## src/rtl/decode_issue_ctrl_pkg.sv

```systemverilog
// Shared types for the decode/issue sequencer: a trimmed scoreboard entry,
// exception record, functional-unit encoding, FSM states and FIFO slot.
package decode_issue_ctrl_pkg;

    localparam int ISSUE_FIFO_DEPTH = 2;

    typedef enum logic [3:0] {
        NONE      = 4'd0,
        LOAD      = 4'd1,
        STORE     = 4'd2,
        ALU       = 4'd3,
        CTRL_FLOW = 4'd4,
        MULT      = 4'd5,
        CSR       = 4'd6
    } fu_t;

    typedef struct packed {
        logic [63:0] cause;
        logic [63:0] tval;
        logic        valid;
    } exception_t;

    typedef struct packed {
        logic [63:0] pc;
        logic [31:0] instr;
        fu_t         fu;
        logic [4:0]  rs1;
        logic [4:0]  rs2;
        logic [4:0]  rd;
        logic        is_compressed;
        exception_t  ex;
    } scoreboard_entry_t;

    typedef enum logic [1:0] {
        RUN         = 2'd0,
        WAIT_SERIAL = 2'd1,
        WAIT_FLUSH  = 2'd2
    } issue_ctrl_state_e;

    // One FIFO slot: the decoded entry plus the decoder's control-flow flag.
    typedef struct packed {
        scoreboard_entry_t entry;
        logic              is_ctrl_flow;
    } issue_slot_t;

    // CSR-class entries without an exception must drain before anything else decodes.
    function automatic logic needs_serial(scoreboard_entry_t e);
        return (e.fu == CSR) && !e.ex.valid;
    endfunction

endpackage

```

## src/rtl/decode_issue_ctrl_if.sv

```systemverilog
// Fetch-side and issue-side handshakes of the decode/issue sequencer.
interface decode_issue_ctrl_if;
    import decode_issue_ctrl_pkg::*;

    logic              fetch_valid_i;
    logic              fetch_ready_o;
    logic [31:0]       fetch_instr_i;
    logic [63:0]       fetch_pc_i;
    logic              fetch_is_compressed_i;
    exception_t        fetch_ex_i;
    logic              issue_valid_o;
    logic              issue_ready_i;
    scoreboard_entry_t issue_entry_o;
    logic              issue_is_ctrl_flow_o;

    // Environment side: drives fetch, consumes issue.
    modport master (
        output fetch_valid_i, fetch_instr_i, fetch_pc_i, fetch_is_compressed_i, fetch_ex_i,
        input  fetch_ready_o,
        input  issue_valid_o, issue_entry_o, issue_is_ctrl_flow_o,
        output issue_ready_i
    );

    // Sequencer side.
    modport slave (
        input  fetch_valid_i, fetch_instr_i, fetch_pc_i, fetch_is_compressed_i, fetch_ex_i,
        output fetch_ready_o,
        output issue_valid_o, issue_entry_o, issue_is_ctrl_flow_o,
        input  issue_ready_i
    );
endinterface

```

## src/rtl/decode_issue_ctrl_issue_fifo.sv

```systemverilog
// Small registered FIFO holding decoded entries until the issue stage takes them.
// Pointers carry one extra wrap bit so full and empty are distinguishable.
module issue_fifo #(
    parameter int  DEPTH = 2,
    parameter type T     = logic
) (
    input  logic clk_i,
    input  logic rst_i,
    input  logic flush_i,
    input  logic push_i,
    input  T     data_i,
    input  logic pop_i,
    output T     data_o,
    output logic full_o,
    output logic empty_o
);
    localparam int AW = $clog2(DEPTH);

    logic [AW:0] r_wptr;
    logic [AW:0] r_rptr;
    T            r_mem [DEPTH];

    assign empty_o = (r_wptr == r_rptr);
    assign full_o  = (r_wptr[AW] != r_rptr[AW]) && (r_wptr[AW-1:0] == r_rptr[AW-1:0]);
    assign data_o  = r_mem[r_rptr[AW-1:0]];

    // Pointer update; flush drops everything including a same-cycle push.
    always_ff @(posedge clk_i or posedge rst_i) begin
        if (rst_i) begin
            r_wptr <= '0;
            r_rptr <= '0;
        end else if (flush_i) begin
            r_wptr <= '0;
            r_rptr <= '0;
        end else begin
            if (push_i) r_wptr <= r_wptr + (AW+1)'(1);
            if (pop_i)  r_rptr <= r_rptr + (AW+1)'(1);
        end
    end

    // Storage write at the tail; cleared on reset so the head reads zero.
    always_ff @(posedge clk_i or posedge rst_i) begin
        if (rst_i) begin
            for (int i = 0; i < DEPTH; i++) r_mem[i] <= '0;
        end else if (push_i && !flush_i) begin
            r_mem[r_wptr[AW-1:0]] <= data_i;
        end
    end

endmodule

```

## src/rtl/decode_issue_ctrl.sv

```systemverilog
// Decode/issue sequencer: one decode register feeding the external decoder,
// an issue FIFO capturing its output, CSR serialisation, halt-on-exception
// until flush, and two wrapping performance counters.
module decode_issue_ctrl
    import decode_issue_ctrl_pkg::*;
#(
    parameter int DEPTH = ISSUE_FIFO_DEPTH,
    parameter int CNT_W = 32
) (
    input  logic                clk_i,
    input  logic                rst_i,
    input  logic                flush_i,
    decode_issue_ctrl_if.slave  bus,
    output logic [31:0]         dec_instr_o,
    output logic [63:0]         dec_pc_o,
    output logic                dec_is_compressed_o,
    output exception_t          dec_ex_o,
    input  scoreboard_entry_t   dec_entry_i,
    input  logic                dec_is_ctrl_flow_i,
    input  logic                serial_done_i,
    output logic                busy_o,
    output logic [CNT_W-1:0]    decoded_cnt_o,
    output logic [CNT_W-1:0]    serial_stall_cnt_o
);
    issue_ctrl_state_e r_state, w_state_nxt;

    logic        r_d_valid;
    logic [31:0] r_d_instr;
    logic [63:0] r_d_pc;
    logic        r_d_compressed;
    exception_t  r_d_ex;

    logic        w_push, w_pop, w_fetch_fire, w_can_push;
    logic        w_full, w_empty;
    issue_slot_t w_push_slot, w_head;

    assign w_pop        = bus.issue_valid_o && bus.issue_ready_i;
    // A pop in the same cycle frees a slot, so a full FIFO can still accept.
    assign w_can_push   = !w_full || w_pop;
    assign w_push       = r_d_valid && w_can_push && (r_state == RUN) && !flush_i;
    assign bus.fetch_ready_o = !flush_i && !rst_i && (!r_d_valid || w_push);
    assign w_fetch_fire = bus.fetch_valid_i && bus.fetch_ready_o;

    assign w_push_slot.entry        = dec_entry_i;
    assign w_push_slot.is_ctrl_flow = dec_is_ctrl_flow_i;

    assign dec_instr_o         = r_d_instr;
    assign dec_pc_o            = r_d_pc;
    assign dec_is_compressed_o = r_d_compressed;
    assign dec_ex_o            = r_d_ex;

    assign bus.issue_valid_o        = !w_empty;
    assign bus.issue_entry_o        = w_head.entry;
    assign bus.issue_is_ctrl_flow_o = w_head.is_ctrl_flow;

    assign busy_o = (r_state != RUN) || r_d_valid || !w_empty;

    issue_fifo #(
        .DEPTH (DEPTH),
        .T     (issue_slot_t)
    ) u_fifo (
        .clk_i   (clk_i),
        .rst_i   (rst_i),
        .flush_i (flush_i),
        .push_i  (w_push),
        .data_i  (w_push_slot),
        .pop_i   (w_pop),
        .data_o  (w_head),
        .full_o  (w_full),
        .empty_o (w_empty)
    );

    // Decode register: load on accept, empty after push unless refilled.
    always_ff @(posedge clk_i or posedge rst_i) begin
        if (rst_i) begin
            r_d_valid      <= 1'b0;
            r_d_instr      <= '0;
            r_d_pc         <= '0;
            r_d_compressed <= 1'b0;
            r_d_ex         <= '0;
        end else if (flush_i) begin
            r_d_valid <= 1'b0;
        end else if (w_fetch_fire) begin
            r_d_valid      <= 1'b1;
            r_d_instr      <= bus.fetch_instr_i;
            r_d_pc         <= bus.fetch_pc_i;
            r_d_compressed <= bus.fetch_is_compressed_i;
            r_d_ex         <= bus.fetch_ex_i;
        end else if (w_push) begin
            r_d_valid <= 1'b0;
        end
    end

    // FSM state register.
    always_ff @(posedge clk_i or posedge rst_i) begin
        if (rst_i) r_state <= RUN;
        else       r_state <= w_state_nxt;
    end

    // Next state: exceptions halt until flush, CSRs wait for commit.
    always_comb begin
        w_state_nxt = r_state;
        if (flush_i) begin
            w_state_nxt = RUN;
        end else begin
            case (r_state)
                RUN: begin
                    if (w_push && dec_entry_i.ex.valid)     w_state_nxt = WAIT_FLUSH;
                    else if (w_push && needs_serial(dec_entry_i)) w_state_nxt = WAIT_SERIAL;
                end
                WAIT_SERIAL: if (serial_done_i) w_state_nxt = RUN;
                WAIT_FLUSH:  w_state_nxt = WAIT_FLUSH;
                default:     w_state_nxt = RUN;
            endcase
        end
    end

    // Performance counters; flush leaves them alone.
    always_ff @(posedge clk_i or posedge rst_i) begin
        if (rst_i) begin
            decoded_cnt_o      <= '0;
            serial_stall_cnt_o <= '0;
        end else begin
            if (w_push) decoded_cnt_o <= decoded_cnt_o + CNT_W'(1);
            if ((r_state == WAIT_SERIAL) && r_d_valid)
                serial_stall_cnt_o <= serial_stall_cnt_o + CNT_W'(1);
        end
    end

endmodule

```

## src/flat_wrapper.sv

```systemverilog
// flat-port wrapper written by rule: the top's interface ports become plain ports
module decode_issue_ctrl_flat import decode_issue_ctrl_pkg::*;
#(
    parameter int DEPTH = ISSUE_FIFO_DEPTH,
    parameter int CNT_W = 32
)
  (clk_i, rst_i, flush_i, dec_instr_o, dec_pc_o, dec_is_compressed_o, dec_ex_o, dec_entry_i, dec_is_ctrl_flow_i, serial_done_i, busy_o, decoded_cnt_o, serial_stall_cnt_o, bus_fetch_valid_i, bus_fetch_instr_i, bus_fetch_pc_i, bus_fetch_is_compressed_i, bus_fetch_ex_i, bus_fetch_ready_o, bus_issue_valid_o, bus_issue_entry_o, bus_issue_is_ctrl_flow_o, bus_issue_ready_i);
  decode_issue_ctrl_if bus_i ();
  input  logic clk_i;
  input  logic rst_i;
  input  logic flush_i;
  output logic [31:0] dec_instr_o;
  output logic [63:0] dec_pc_o;
  output logic dec_is_compressed_o;
  output exception_t dec_ex_o;
  input  scoreboard_entry_t dec_entry_i;
  input  logic dec_is_ctrl_flow_i;
  input  logic serial_done_i;
  output logic busy_o;
  output logic [CNT_W-1:0] decoded_cnt_o;
  output logic [CNT_W-1:0] serial_stall_cnt_o;
  input wire logic [$bits(bus_i.fetch_valid_i)-1:0] bus_fetch_valid_i;
  input wire logic [$bits(bus_i.fetch_instr_i)-1:0] bus_fetch_instr_i;
  input wire logic [$bits(bus_i.fetch_pc_i)-1:0] bus_fetch_pc_i;
  input wire logic [$bits(bus_i.fetch_is_compressed_i)-1:0] bus_fetch_is_compressed_i;
  input wire logic [$bits(bus_i.fetch_ex_i)-1:0] bus_fetch_ex_i;
  output wire logic [$bits(bus_i.fetch_ready_o)-1:0] bus_fetch_ready_o;
  output wire logic [$bits(bus_i.issue_valid_o)-1:0] bus_issue_valid_o;
  output wire logic [$bits(bus_i.issue_entry_o)-1:0] bus_issue_entry_o;
  output wire logic [$bits(bus_i.issue_is_ctrl_flow_o)-1:0] bus_issue_is_ctrl_flow_o;
  input wire logic [$bits(bus_i.issue_ready_i)-1:0] bus_issue_ready_i;
  assign bus_i.fetch_valid_i = bus_fetch_valid_i;
  assign bus_i.fetch_instr_i = bus_fetch_instr_i;
  assign bus_i.fetch_pc_i = bus_fetch_pc_i;
  assign bus_i.fetch_is_compressed_i = bus_fetch_is_compressed_i;
  assign bus_i.fetch_ex_i = bus_fetch_ex_i;
  assign bus_fetch_ready_o = bus_i.fetch_ready_o;
  assign bus_issue_valid_o = bus_i.issue_valid_o;
  assign bus_issue_entry_o = bus_i.issue_entry_o;
  assign bus_issue_is_ctrl_flow_o = bus_i.issue_is_ctrl_flow_o;
  assign bus_i.issue_ready_i = bus_issue_ready_i;
  decode_issue_ctrl #(.DEPTH(DEPTH), .CNT_W(CNT_W)) u_core (.clk_i(clk_i), .rst_i(rst_i), .flush_i(flush_i), .bus(bus_i), .dec_instr_o(dec_instr_o), .dec_pc_o(dec_pc_o), .dec_is_compressed_o(dec_is_compressed_o), .dec_ex_o(dec_ex_o), .dec_entry_i(dec_entry_i), .dec_is_ctrl_flow_i(dec_is_ctrl_flow_i), .serial_done_i(serial_done_i), .busy_o(busy_o), .decoded_cnt_o(decoded_cnt_o), .serial_stall_cnt_o(serial_stall_cnt_o));
endmodule
```

## config.mk

```make
export PLATFORM = sky130hd
export DESIGN_NAME = decode_issue_ctrl_flat
export DESIGN_NICKNAME = d
export VERILOG_FILES = /design/src/rtl/decode_issue_ctrl_pkg.sv /design/src/rtl/decode_issue_ctrl_if.sv /design/src/rtl/decode_issue_ctrl_issue_fifo.sv /design/src/rtl/decode_issue_ctrl.sv /design/src/flat_wrapper.sv
export SDC_FILE = /design/constraint.sdc
export NUM_CORES = 2
export LEC_CHECK = 0
export ABC_AREA = 0
export BUFFER_PORTS_ARGS = -buffer_cell sky130_fd_sc_hd__buf_2
export CORE_AREA = 2 2 400 402
export CTS_CLUSTER_SIZE = 25
export DETAILED_ROUTE_END_ITERATION = 12
export DIE_AREA = 0 0 402 404
export PLACE_DENSITY = 0.44
export SLEW_MARGIN = 15
export SYNTH_ARGS = -nofsm -noshare
export SYNTH_HDL_FRONTEND = slang
export SYNTH_SLANG_ARGS = --single-unit
```

## constraint.sdc

```tcl
create_clock -name clk_i -period 63.9 [get_ports clk_i]
set_input_delay 9.585 -clock clk_i [delete_from_list [all_inputs] [get_ports clk_i]]
set_output_delay 9.585 -clock clk_i [all_outputs]
set_load 0.1 [all_outputs]
```

# Word level (Yosys, flattened, before mapping)
# Cells that the tools add are included.
# Widths: inputs -> output; s select.
# totals
memories	0
input_bits	478
latch_bits	0
ff_bits	789
rom_bits	0
ramBits	0
# classes
n_bitwise	3
shift	0
mux	18
n_addsub	4
n_eq_ne	8
multipliers	0
n_lt_le_gt_ge	3
n_reduce_logical	31
n_div	0
# op_table
cell	n
$mux 246	4
$bwmux 492	1
$demux 246 s1	1
$add 32x1->32 const B	2
$mux 2	8
$logic_and 1x1->1	14
$logic_not 1->1	6
$pmux 2 s3	1
$reduce_bool 2->1	3
$add 2x1->2 const B	2
$eq 4x3->1 const B	1
$ge 2x2->1 const B	2
$logic_or 1x1->1	4
$ne 4x4->1 const B	1
$not 1->2	2
$reduce_and 2->1	2
$mux 1	3
$ne 3x3->1 const B	1
$reduce_bool 3->1	1
$eq 2x1->1 const B	1
$eq 2x2->1	1
$eq 2x2->1 const B	1
$logic_not 2->1	1
$lt 2x1->1 const B	1
3 further kinds	3

# Logic depth before layout (Yosys ltp)
# logic_depth
word_depth	12
depth_mapped	9

# Cells and area by module
# A second synthesis with hierarchy kept.
# unflattened
hier_cells	2097
area_unflattened_um2	33009.2
# by_module_without_submodules
mod	seq_area_each_um2	area_per_inst_um2	cells_each	instances
issue_fifo	12411.9	21454.3	1334	1
decode_issue_ctrl	7332.0	11554.8	763	1

# Least setup slack after synthesis
# No wires, ideal clock.
# synth_path
path_kind	in2out
startpoint	in rst_i
endpoint	out bus_fetch_ready_o
path_stages	2
arrival_ns	28.213
t_required_ns	54.315
slack_ns	26.102
cell_sequence	inv_1 and3_1
# synth_via
elab_chain_cells	3
# synth_rtl
item	line_no	source
start, declared	flat_wrapper.sv:10	input logic rst_i;
$logic_not 1->1	decode_issue_ctrl.sv:41	assign bus.fetch_ready_o = !flush_i && !rst_i && (!r_d_valid || w_push);
$logic_and 1x1->1 (2 in a row)	decode_issue_ctrl.sv:41	
end, declared	flat_wrapper.sv:27	output wire logic [$bits(bus_i.fetch_ready_o)-1:0] bus_fetch_ready_o;
# No other way between the ends.

# Final worst setup path
# Ends and elaborated chain as after synthesis.

==> results.cfg <==
[worst_setup_path]
r2r_slack_ps = 59000
criticalPathCategory = input port to output port
path_cells = buf_2 > inv_8 > and3_1 > buf_2
critical_path.max_stage_delay_ps = 440
cp-start-kind = input port
critPathRequiredTime_ps = 54310
crit_arrival_ps = 10860
cp_max_fo = 90
rr_endpoint = u_core.u_fifo.r_mem[451]
end_kind = output port
slowest_stage = buf_2
crit_path_frequent_cell = buf_2
reg2regPathDepth = 7
rr_startpoint = u_core.u_fifo.r_rptr[0]

[floorplan]
die_x_um = 402
die-area_sq_um = 162000
rows = 146
placeableCoreArea_sq_um = 158000
pin_count = 1017
die-height_um = 404
initial_core_util = 0.208

[finish]
seqCellArea_sq_um = 19700
syn2layout_area_growth_pct = 32.8
final_cell_area_sq_um = 43500
fill_cells = 16500
layout.nets = 3581
drive_gt1_frac = 0.682
multi_input_area_sq_um = 12400

[routing]
ant_nets = 0
drt-total-wl_mm = 109
initialDrtViolationCount = 730
first_pass_iters = 7
via_per_inst = 3.99
vias = 21000
drc_errors = 0
routedWlPerCell_um = 20.6

[grt]
grt_pass1_vias = 22600
grt_usage = 0.130
antenna_found_initial = 52
grt_first_pass_wirelength_mm = 157
grt_overflow_total = 0
grt_max_degree = 157

[placed_design]
hpwl_mm = 79.5
dp_slack_ps = 43370
io_buffers = 1016
postPlaceCellArea_sq_um = 40100
place_congestion = 0.884

[yosys]
seq_area_frac_synth = 0.602
synth_nets = 2558
async_reset_ff_frac = 1.00
muxShareOfSynthArea = 0.335
synth_top_area_cell = dfrtp_1
yosysTopAreaCellShare = 0.602
synthAdderAreaFrac = 0.000764
postSynthRegisterBits = 789
synth_cell_types = 40
synth_top_family_by_area = multiplexers
yosys.area_share.simple = 0.0220
avgSynthCellArea_sq_um = 15.8
synthXorXnorAreaFrac = 0.0184
synth_area_sq_um = 32800
synthFlopType = dfrtp_1
synth_cells = 2078
yosys_warnings = 0
synthTopCellsByArea = dfrtp_1 (60%), mux2_2 (32%), mux2_4 (1.3%)
synth-edff-count = 0
synth_compound_area_frac = 0.00206

[worst_hold_path]
hold_depth = 1
hp-class = flop to flop
hp-start = u_core.decoded_cnt_o[31]
whs_endpoint = u_core.decoded_cnt_o[31]

[sta]
max_slew_margin = 0.323
finalSetupViolCount = 0
holdWs_ps = 473
fmaxAchievable_mhz = 48.9
fin_crit_sh = 0.320
hold_viol = 0
worst_slack_ps = 43450
final_max_slew_viol_count = 0
finalCriticalPeriod_ps = 20450
rsz0062_at_grt = no
skew_ps = 38.7
worst_slew_pin_slew_ps = 1020
setup_tns_ps = 0

[run_status]
status = finished, final reports clean

[clock_network]
clock_latency_ps = 700
path_clk_slew_ps = 60
cts_tree = built
post-cts-setup-buffers = 0
cts_resized = 0
clk_path_buf_depth = 3
ctsHtreeMaxLevel = 3
cts_root_buf = clkbuf_16
numClockSinks = 789
holdBufCountCts = 0
cts-buffers-inserted = 94

[power_and_ir_drop]
p_total_mw = 2.11
cellLeakagePower_nw = 20.9
power_density_nw_per_um2 = 48.4
irDropWorstVdd_mv = 0.0247

[run]
cap_violations = 0
## metal layers
metal,global-route usage,vias up,wire [um],part of all wire
met3,0.0543,207,9920,0.091
met5,0,-,279,0.0026
li1,-,9503,-,-
met2,0.217,609,52900,0.49
met4,0.0504,46,3200,0.029
met1,0.147,10700,42300,0.39
## worst max path at each step
stage | slack [ps] | to | cells past startpoint | from
floorplan | 26100 | bus_fetch_ready_o | 2 | rst_i
global placement | 43360 | bus_fetch_ready_o | 4 | rst_i
detailed placement | 43370 | bus_fetch_ready_o | 4 | rst_i
CTS | 43370 | bus_fetch_ready_o | 4 | rst_i
global route | 43310 | bus_fetch_ready_o | 4 | rst_i
finish | 43450 | bus_fetch_ready_o | 4 | rst_i
## layout by cell type (no fill, tap or decap), types with 7 or more instances in the layout
cell type	n
buf_2	1016
mux2_2	937
dfrtp_1	788
clkbuf_16	96
xnor2_1	42
nand2_1	33
mux2_4	29
xor2_1	25
clkbuf_8	25
nor2_1	20
clkbuf_1	20
diode_2	19
nand4_1	18
clkinv_2	16
and3_1	14
nand3_1	14
buf_4	13
bufinv_16	12
buf_12	7
## through the flow
| step | std cells | util |
|---|---|---|
| floorplan | 2078 | - |
| detailed placement | 5077 | 0.254 |
| CTS | 5251 | 0.275 |
| global placement | 5077 | 0.254 |
| finish | 5270 | 0.276 |
| global route | 5263 | 0.276 |
## logic make-up (layout without fill, tap and decap cells)
kind of cell    after synthesis  after routing
mux                         966            966
buf+inv                     112           1213
other cells                   0             19
xor+xnor                     68             68
fa+ha+maj                     2              2
simple gates                133            133
flops                       789            789
compound gates                8              8
## critical path: cells and delay by family
kind / cells / cell delay [ps]
and+or+nand+nor: 1 / 270
buffers and inverters: 3 / 950
## layout make-up
class,count,share of cell area
sequential,789,0.454
clock inverter,33,0.0124
timing repair buffer,1036,0.122
inverter,3,0.000431
antenna,19,0.00109
multi-input combinational,1177,0.285
clock buffer,141,0.0648
tap,2072,0.0596
## power by group
| part | leakage, nW | switching [mW] | total [mW] | internal (mW) |
|---|---|---|---|---|
| Clock | 1.66 | 0.228 | 0.582 | 0.354 |
| Combinational | 9.33 | 0.708 | 0.884 | 0.175 |
| Sequential | 9.94 | 0.0495 | 0.642 | 0.593 |
| Total | 20.9 | 0.985 | 2.11 | 1.12 |
## state kept, by name, summed over array words and instances (netlist names)
register	count
u_core.u_fifo.r_rptr	2
u_core.serial_stall_cnt_o	32
u_core.r_state	2
u_core.decoded_cnt_o	32
u_core.dec_pc_o	64
u_core.dec_is_compressed_o	1
u_core.u_fifo.r_mem	492
u_core.r_d_valid	1
u_core.dec_instr_o	32
u_core.dec_ex_o	129
u_core.u_fifo.r_wptr	2
## synth_stat cells, types with 7 or more instances
cell type and number:
mux2_2 937, dfrtp_1 789, buf_2 55, xnor2_1 42, nand2_1 34, mux2_4 29, clkbuf_1 26, xor2_1 25
buf_4 20, nor2_1 20, nand4_1 18, and3_1 14, nand3_1 14, and4_1 7
Note: power is estimated with default switching activity, not from simulation.
